===== src/rtl/vp_recovery_unit.sv =====
// vp_recovery_unit
// Recovery side of load value prediction. While a predicted load is
// outstanding, every committing register write logs the value it overwrote.
// A misprediction flushes the pipeline, replays the log newest-first into the
// register file, then redirects fetch to the predicted load's PC.
//
// state       | meaning
// ------------+-----------------------------------------------------------
// S_IDLE      | no prediction outstanding, writebacks not logged
// S_SPEC      | speculation window open, writebacks logged (recover_en=1)
// S_ROLLBACK  | flushing, popping one log entry per cycle to the reg file
// S_REDIRECT  | one-cycle fetch redirect to captured PC, recovery_done=1
module vp_recovery_unit #(
  parameter  int LOG_DEPTH  = 16,
  parameter  int ADDR_WIDTH = 32,
  parameter  int DATA_WIDTH = 32,
  localparam int LOG_PTR    = $clog2(LOG_DEPTH)
) (
  input  logic                  clk,
  input  logic                  rst_n,
  input  logic                  vp_start,
  input  logic [ADDR_WIDTH-1:0] vp_pc,
  input  logic                  vp_correct,
  input  logic                  vp_mispredict,
  input  logic                  wb_valid,
  input  logic [4:0]            wb_reg,
  input  logic [DATA_WIDTH-1:0] wb_old_data,
  output logic                  recover_en,
  output logic                  stall_spec,
  output logic                  flush,
  output logic                  rb_valid,
  output logic [4:0]            rb_reg,
  output logic [DATA_WIDTH-1:0] rb_data,
  output logic                  redirect_valid,
  output logic [ADDR_WIDTH-1:0] redirect_pc,
  output logic                  recovery_done,
  output logic                  err_overflow
);

  typedef enum logic [1:0] {
    S_IDLE,
    S_SPEC,
    S_ROLLBACK,
    S_REDIRECT
  } state_t;

  state_t                state_q, state_d;
  logic [LOG_PTR:0]      count_q;
  logic [ADDR_WIDTH-1:0] pc_q;
  logic                  err_q;

  logic [4:0]            log_reg  [LOG_DEPTH];
  logic [DATA_WIDTH-1:0] log_data [LOG_DEPTH];

  logic                  log_full;
  logic                  commit_ok;
  logic                  push;
  logic [LOG_PTR-1:0]    top_idx;

  assign log_full  = (count_q == (LOG_PTR+1)'(LOG_DEPTH));
  // A correct verification closes the window; its same-cycle write is final.
  assign commit_ok = vp_correct && !vp_mispredict;
  assign push      = (state_q == S_SPEC) && wb_valid && !log_full && !commit_ok;
  // When full the low bits wrap to 0, so minus one still lands on the top slot.
  assign top_idx   = count_q[LOG_PTR-1:0] - LOG_PTR'(1);

  // Log storage: push writes the slot just above the current top.
  always_ff @(posedge clk) begin
    if (push) begin
      log_reg[count_q[LOG_PTR-1:0]]  <= wb_reg;
      log_data[count_q[LOG_PTR-1:0]] <= wb_old_data;
    end
  end

  // State register.
  always_ff @(posedge clk or negedge rst_n) begin
    if (!rst_n) state_q <= S_IDLE;
    else        state_q <= state_d;
  end

  // Log occupancy, captured load PC and sticky overflow flag.
  always_ff @(posedge clk or negedge rst_n) begin
    if (!rst_n) begin
      count_q <= '0;
      pc_q    <= '0;
      err_q   <= 1'b0;
    end else begin
      unique case (state_q)
        S_IDLE: begin
          if (vp_start) begin
            pc_q    <= vp_pc;
            count_q <= '0;
          end
        end
        S_SPEC: begin
          if (wb_valid && log_full) err_q <= 1'b1;
          if (commit_ok)   count_q <= '0;
          else if (push)   count_q <= count_q + 1'b1;
        end
        S_ROLLBACK: begin
          if (count_q != '0) count_q <= count_q - 1'b1;
        end
        default: count_q <= '0;
      endcase
    end
  end

  // Next-state and output decode; rollback data comes straight off the top.
  always_comb begin
    state_d        = state_q;
    recover_en     = 1'b0;
    stall_spec     = 1'b0;
    flush          = 1'b0;
    rb_valid       = 1'b0;
    rb_reg         = '0;
    rb_data        = '0;
    redirect_valid = 1'b0;
    redirect_pc    = '0;
    recovery_done  = 1'b0;
    unique case (state_q)
      S_IDLE: begin
        if (vp_start) state_d = S_SPEC;
      end
      S_SPEC: begin
        recover_en = 1'b1;
        stall_spec = log_full;
        if (vp_mispredict)   state_d = S_ROLLBACK;
        else if (vp_correct) state_d = S_IDLE;
      end
      S_ROLLBACK: begin
        flush = 1'b1;
        if (count_q != '0) begin
          rb_valid = 1'b1;
          rb_reg   = log_reg[top_idx];
          rb_data  = log_data[top_idx];
        end
        if (count_q <= (LOG_PTR+1)'(1)) state_d = S_REDIRECT;
      end
      S_REDIRECT: begin
        flush          = 1'b1;
        redirect_valid = 1'b1;
        redirect_pc    = pc_q;
        recovery_done  = 1'b1;
        state_d        = S_IDLE;
      end
      default: state_d = S_IDLE;
    endcase
  end

  assign err_overflow = err_q;

endmodule


===== config.mk =====
export PLATFORM = sky130hd
export DESIGN_NAME = vp_recovery_unit
export DESIGN_NICKNAME = d
export VERILOG_FILES = /design/src/rtl/vp_recovery_unit.sv
export SDC_FILE = /design/constraint.sdc
export NUM_CORES = 1
export LEC_CHECK = 0
export ABC_AREA = 1
export ABC_CLOCK_PERIOD_IN_PS = 5300
export BUFFER_PORTS_ARGS = -buffer_cell sky130_fd_sc_hd__buf_2
export CELL_PAD_IN_SITES_DETAIL_PLACEMENT = 0
export CELL_PAD_IN_SITES_GLOBAL_PLACEMENT = 1
export CORE_MARGIN = 3
export CORE_UTILIZATION = 49
export CTS_CLUSTER_DIAMETER = 50
export DETAILED_ROUTE_END_ITERATION = 12
export PLACE_DENSITY_LB_ADDON = 0.1
export SETUP_SLACK_MARGIN = 0.15
export SLEW_MARGIN = 25
export SYNTH_ARGS = -nofsm -noshare
export SYNTH_HDL_FRONTEND = slang
export SYNTH_SLANG_ARGS = --single-unit

===== constraint.sdc =====
create_clock -name clk -period 5.3 [get_ports clk]
set_input_delay 0.53 -clock clk [delete_from_list [all_inputs] [get_ports clk]]
set_output_delay 0.53 -clock clk [all_outputs]
set_load 0.02 [all_outputs]

== Word level (Yosys, flattened, before mapping) ==
Memories as Yosys holds them, arrays and structs flattened.
Cells that the tools add are included.
Word-level totals
  bits in registers: 40
  RAM bits: 592
  input port bits: 75
  logic and storage cells: 57
  memories kept: 2
Memory list
  log_data: depth 16, width 32, rd ports 1, clocked after memory_dff 0, wr ports 1, line 53  | logic [DATA_WIDTH-1:0] log_data [LOG_DEPTH];
  log_reg: depth 16, width 5, rd ports 1, clocked after memory_dff 0, wr ports 1, line 52  | logic [4:0] log_reg [LOG_DEPTH];
Operators by class
  add/sub/neg operators: 3
  $lt $le $gt $ge: 1
  eq/ne operators: 9
  multiplexer cells: 23
  reductions and logical operators: 15
Operator list (number)
  $mux W32: 3
  $mux W5: 6
  $pmux W5 S3: 1
  $mux W1: 8
  $mux W2: 4
  $pmux W2 S4: 1
  $ne A2 B2 Y1 const B: 3
  $ne A3 B3 Y1 const B: 2
  $reduce_and A3 Y1: 2
  $add A5 B1 Y5 const B: 1
  $eq A5 B5 Y1 const B: 1
  $le A5 B1 Y1 const B: 1
  $logic_and A1 B1 Y1: 5
  $reduce_bool A5 Y1: 1
  $sub A5 B1 Y5 const B: 1
  $eq A2 B2 Y1 const B: 2
  $reduce_and A2 Y1: 2
  $sub A4 B1 Y4 const B: 1
  $logic_not A1 Y1: 3
  $eq A2 B1 Y1 const B: 1
  $logic_not A2 Y1: 1
  $reduce_or A2 Y1: 1

== Depth between registers and ports, before layout ==
  word-level depth: 7
  depth in mapped cells: 14

== Least setup slack after synthesis ==
Ideal clock, no wire load.
  kind: reg2reg
  from: register count_q[0]
  to: memory log_data[3][0] (enable)
  setup time: 0.477 ns
  arrival time: 4.403 ns
  setup slack: 0.420 ns
  stages on the path, launching flop included: 12
  buffers on the path: 4
  clock period less this slack: 4.880 ns
  cells stage by stage: dfrtp_1 inv_1 buf_4 buf_2 buf_2 ha_1 buf_2 nand3_1 nand2_1 a21oi_1 inv_1 nor3_1
Between the ends
  cells in the longest elaborated chain, start to end: 6
RTL lines
  from (decl): line 48  | logic [LOG_PTR:0] count_q;
  from (signal assigned): line 98  | else if (push) count_q <= count_q + 1'b1;
  from (signal assigned): line 101  | if (count_q != '0) count_q <= count_q - 1'b1;
  $eq A5 B5 Y1: line 60  | assign log_full = (count_q == (LOG_PTR+1)'(LOG_DEPTH));
  $logic_not A1 Y1: line 63  | assign push = (state_q == S_SPEC) && wb_valid && !log_full && !commit_ok;
  $logic_and A1 B1 Y1 (2 in series): line 63
  $mux W1: line 69  | if (push) begin
  $mux W1 (implied by the code): line 71  | log_data[count_q[LOG_PTR-1:0]] <= wb_old_data;
  to (decl): line 53
Parallel ways exist; a longest one is shown, timed or not.

== Worst setup path in the final report ==
  from: register count_q[0]
  to: output port rb_data[22]
Between the ends
  cells in the longest elaborated chain, start to end: 4
  elaborated cells between the ends (all ways): 5
  classes of those cells: add/sub (1); mux (2); reduce/logical (1); memory (1)
RTL lines
  $sub A4 B1 Y4: line 65  | assign top_idx = count_q[LOG_PTR-1:0] - LOG_PTR'(1);
  $mem_v2 Z16 W32
  $mux W32 *: line 132  | if (count_q != '0) begin
  $mux W32 *: line 120  | unique case (state_q)
  to (decl): line 33  | output logic [DATA_WIDTH-1:0] rb_data,
Every way passes the cells marked *; elsewhere a longest branch is shown, timed or not.

==> qor.yml <==
setup_path:
  cp_data_required_time_ns: 4.77
  cp-startpoint: "count_q[0]$_DFFE_PN0P_"
  cpMaxStageDelayCell: "buf_4"
  critical_path.endpoint: "rb_data[22]"
  cp.arrival_ns: 3.32
  cp_common_cell: "nand3_1"
  r2r_slack_ns: 1.71
  start_kind: "flip-flop"
  max_stage_delay_ns: 0.65
  r2r_start: "count_q[2]$_DFFE_PN0P_"
  crit_fanout: 51
  rr_worst_depth: 7
  worst-setup-path-type: "flip-flop to output port"
  worstReg2RegEnd: "log_data[6][29]$_DFFE_PP_"
  crit_cells: 9
  crit_chain: "inv_8 -> ha_4 -> xnor2_2 -> buf_4 -> nand3_1 -> nand3_1 -> nand2_1 -> nor2_1 -> buf_2"
  critPathBufInv: 3
  cp-end-kind: "output port"
  crit_family: "buffers and inverters"
cts:
  cts_buffers: 72
  clk_pin_slew_ns: 0.06
  tritoncts: "done"
  cts.sinks: 632
  clock_latency_ns: 0.58
  htreeDepth: 3
  root_buffer: "clkbuf_16"
  clockBufferDepth: 3
floorplanning:
  fp-row-count: 83
  io_pins: 151
  die-area_mm2: 0.0555
  start_util_pct: 49.9
  core-area_mm2: 0.0517
  die_y_um: 236
  fp.dieW_um: 236
status:
  status: "finished clean"
pwr:
  leakage_uw: 0.0111
  p_per_area_mw_per_mm2: 494
  vdd_drop_max_mv: 0.767
logic_synthesis:
  synth.area.top_cells: "edfxtp_1 69%, nand2_1 11%, nand3_1 8.2%"
  synth-edff-count: 592
  synth_cell_type_count: 24
  yosysTopAreaCellShare_pct: 68.9
  seq_area_frac_synth_pct: 72.7
  synth_ff_type: "edfxtp_1"
  syn_area_mm2: 0.0258
  synth_commonest_cells: "734 x nand2_1, 592 x edfxtp_1, 422 x nand3_1"
  ys_warn_count: 0
  postSynthAreaPerCell_um2: 11.7
  syn_inst: 2210
  syn_nets: 2294
  yosys.cell_count.top_type: "nand2_1"
  ys_ff_latch: 632
  ys_async_sr_fraction_pct: 6.33
  yosysTopAreaCell: "edfxtp_1"
route:
  drc: 0
  wl_per_cell_um: 20.4
  vias_per_cell: 5.43
  routed_wl_mm: 62.4
  dr_total_vias: 16600
  dr.pass1.iters: 5
  ant_nets: 0
  initialDrtViolationCount: 1384
timing:
  setup_viol: 0
  fin_crit_sh_pct: 72.5
  drv_slew: 0
  clock.fmax_mhz: 260
  period_needed_ns: 3.85
  hold_viol_final: 0
  slew-limit-headroom_pct: 26.3
  rsz0062_at_grt: "false"
  tns_ns: 0
  max_slew.worst_pin.slew_ns: 1.11
  fin_skew_ns: 0.00920
  hold-worst-slack_ns: 0.178
global_route:
  grt_max_degree: 208
  grt_overflow: 0
  antenna_found_initial: 0
  grt_pass1_vias: 16100
  grt_pass1_wl_mm: 96.8
  grt.total_usage_pct: 22.4
placed_design:
  io_buffers: 150
  place_congestion: 0.742
  dp_hpwl_mm: 32.5
  placed_cells: 2933
  placed_area_mm2: 0.0272
hold_path:
  min_from: "vp_pc[23]"
  worstHoldPathType: "input pin to flip-flop"
cells_and_area:
  fill_cells: 4302
  drive_above_1_share_pct: 14.1
  largest_register_ffs: 512
  fin_util_pct: 56.9
  stdcell_count: 3060
  nNetsFinal: 2413
  fin_area_mm2: 0.0294
  syn2layout_area_growth_pct: 13.9
flow_run:
  maxCapViolCount: 0
[placed cells by master (no fill, tap or decap), types with 7 or more instances in the layout]
cell type and instances:
dfrtp_1 39, nor2_1 82, a21oi_1 77, nor2_4 12, o21ai_0 8, buf_2 149, nand2_1 733, clkbuf_1 19
buf_4 26, ha_1 7, edfxtp_1 592, nand3_1 422, clkbuf_16 73, inv_1 46, clkinv_2 9, mux2_2 32
clkinv_1 12
[routing by layer]
layer	routed length (um)	global-route usage (%)	vias up
li1	-	-	7915
met1	28500	32.6	8160
met2	29600	35.9	454
met3	3150	3.19	89
met4	1160	6.16	0
met5	0	0	-
[repair_timing]
item | in CTS | in global routing
setup buffers | 0 | 0
resized for setup | 0 | 0
hold buffers | 0 | 1
setup endpoints to repair | 0 | 0
hold endpoints to repair | 0 | 40
[final cells by class]
class                      instances  area, um2  area share (%)
clock buffer                      94       1930            6.55
tap                              680        851            2.89
clock inverter                    30        210           0.715
antenna                            1       2.50         0.00851
multi-input combinational       1389       6350            21.6
sequential                       632      18800            63.9
inverter                          51        203           0.689
timing repair buffer             183       1080            3.68
[report_power, final]
group	internal (uW)	total, uW	switching, uW
clock network	2650	4560	1910
logic	1190	4090	2900
registers	5740	5870	127
[cells by family after synthesis]
| family | share of synthesized area [%] |
|---|---|
| AO/OA/AOI/OAI | 1.73 |
| multiplexers | 1.40 |
| adder cells (fa/ha/maj) | 0.436 |
| flip-flops | 72.7 |
| buffers and inverters | 3.23 |
| AND/OR/NAND/NOR | 20.4 |
| XOR/XNOR | 0.0679 |
[worst register-to-register path: stages, from the launching register on]
cell and delay, ns:
dfrtp_1 0.70, nor2_2 0.16, nand3_1 0.18, nand2_1 0.09, a21oi_1 0.44, nand2_1 0.37
nor2_4 0.77, buf_4 0.51
[worst min path at each step]
| stage | to | slack [ns] | depth (start not counted) |
|---|---|---|---|
| final | pc_q[23]$_DFFE_PN0P_ | 0.18 | 2 |
| after floorplan | asynchronous set/reset pin | 0.23 | 0 |
| after global placement | err_overflow$_DFFE_PN0P_ | 0.47 | 1 |
| after CTS | pc_q[4]$_DFFE_PN0P_ | 0.09 | 1 |
| after detailed placement | err_overflow$_DFFE_PN0P_ | 0.48 | 1 |
| after global routing | pc_q[18]$_DFFE_PN0P_ | 0.16 | 2 |
[through the flow]
stage	setup slack (ns)	total power, uW
after floorplan	0.420	8770
after global placement	1.80	10000
after detailed placement	1.73	10100
after CTS	1.46	14600
after global routing	1.28	15300
final	1.45	14500
No activity file was read; power rests on OpenSTA's default activity.
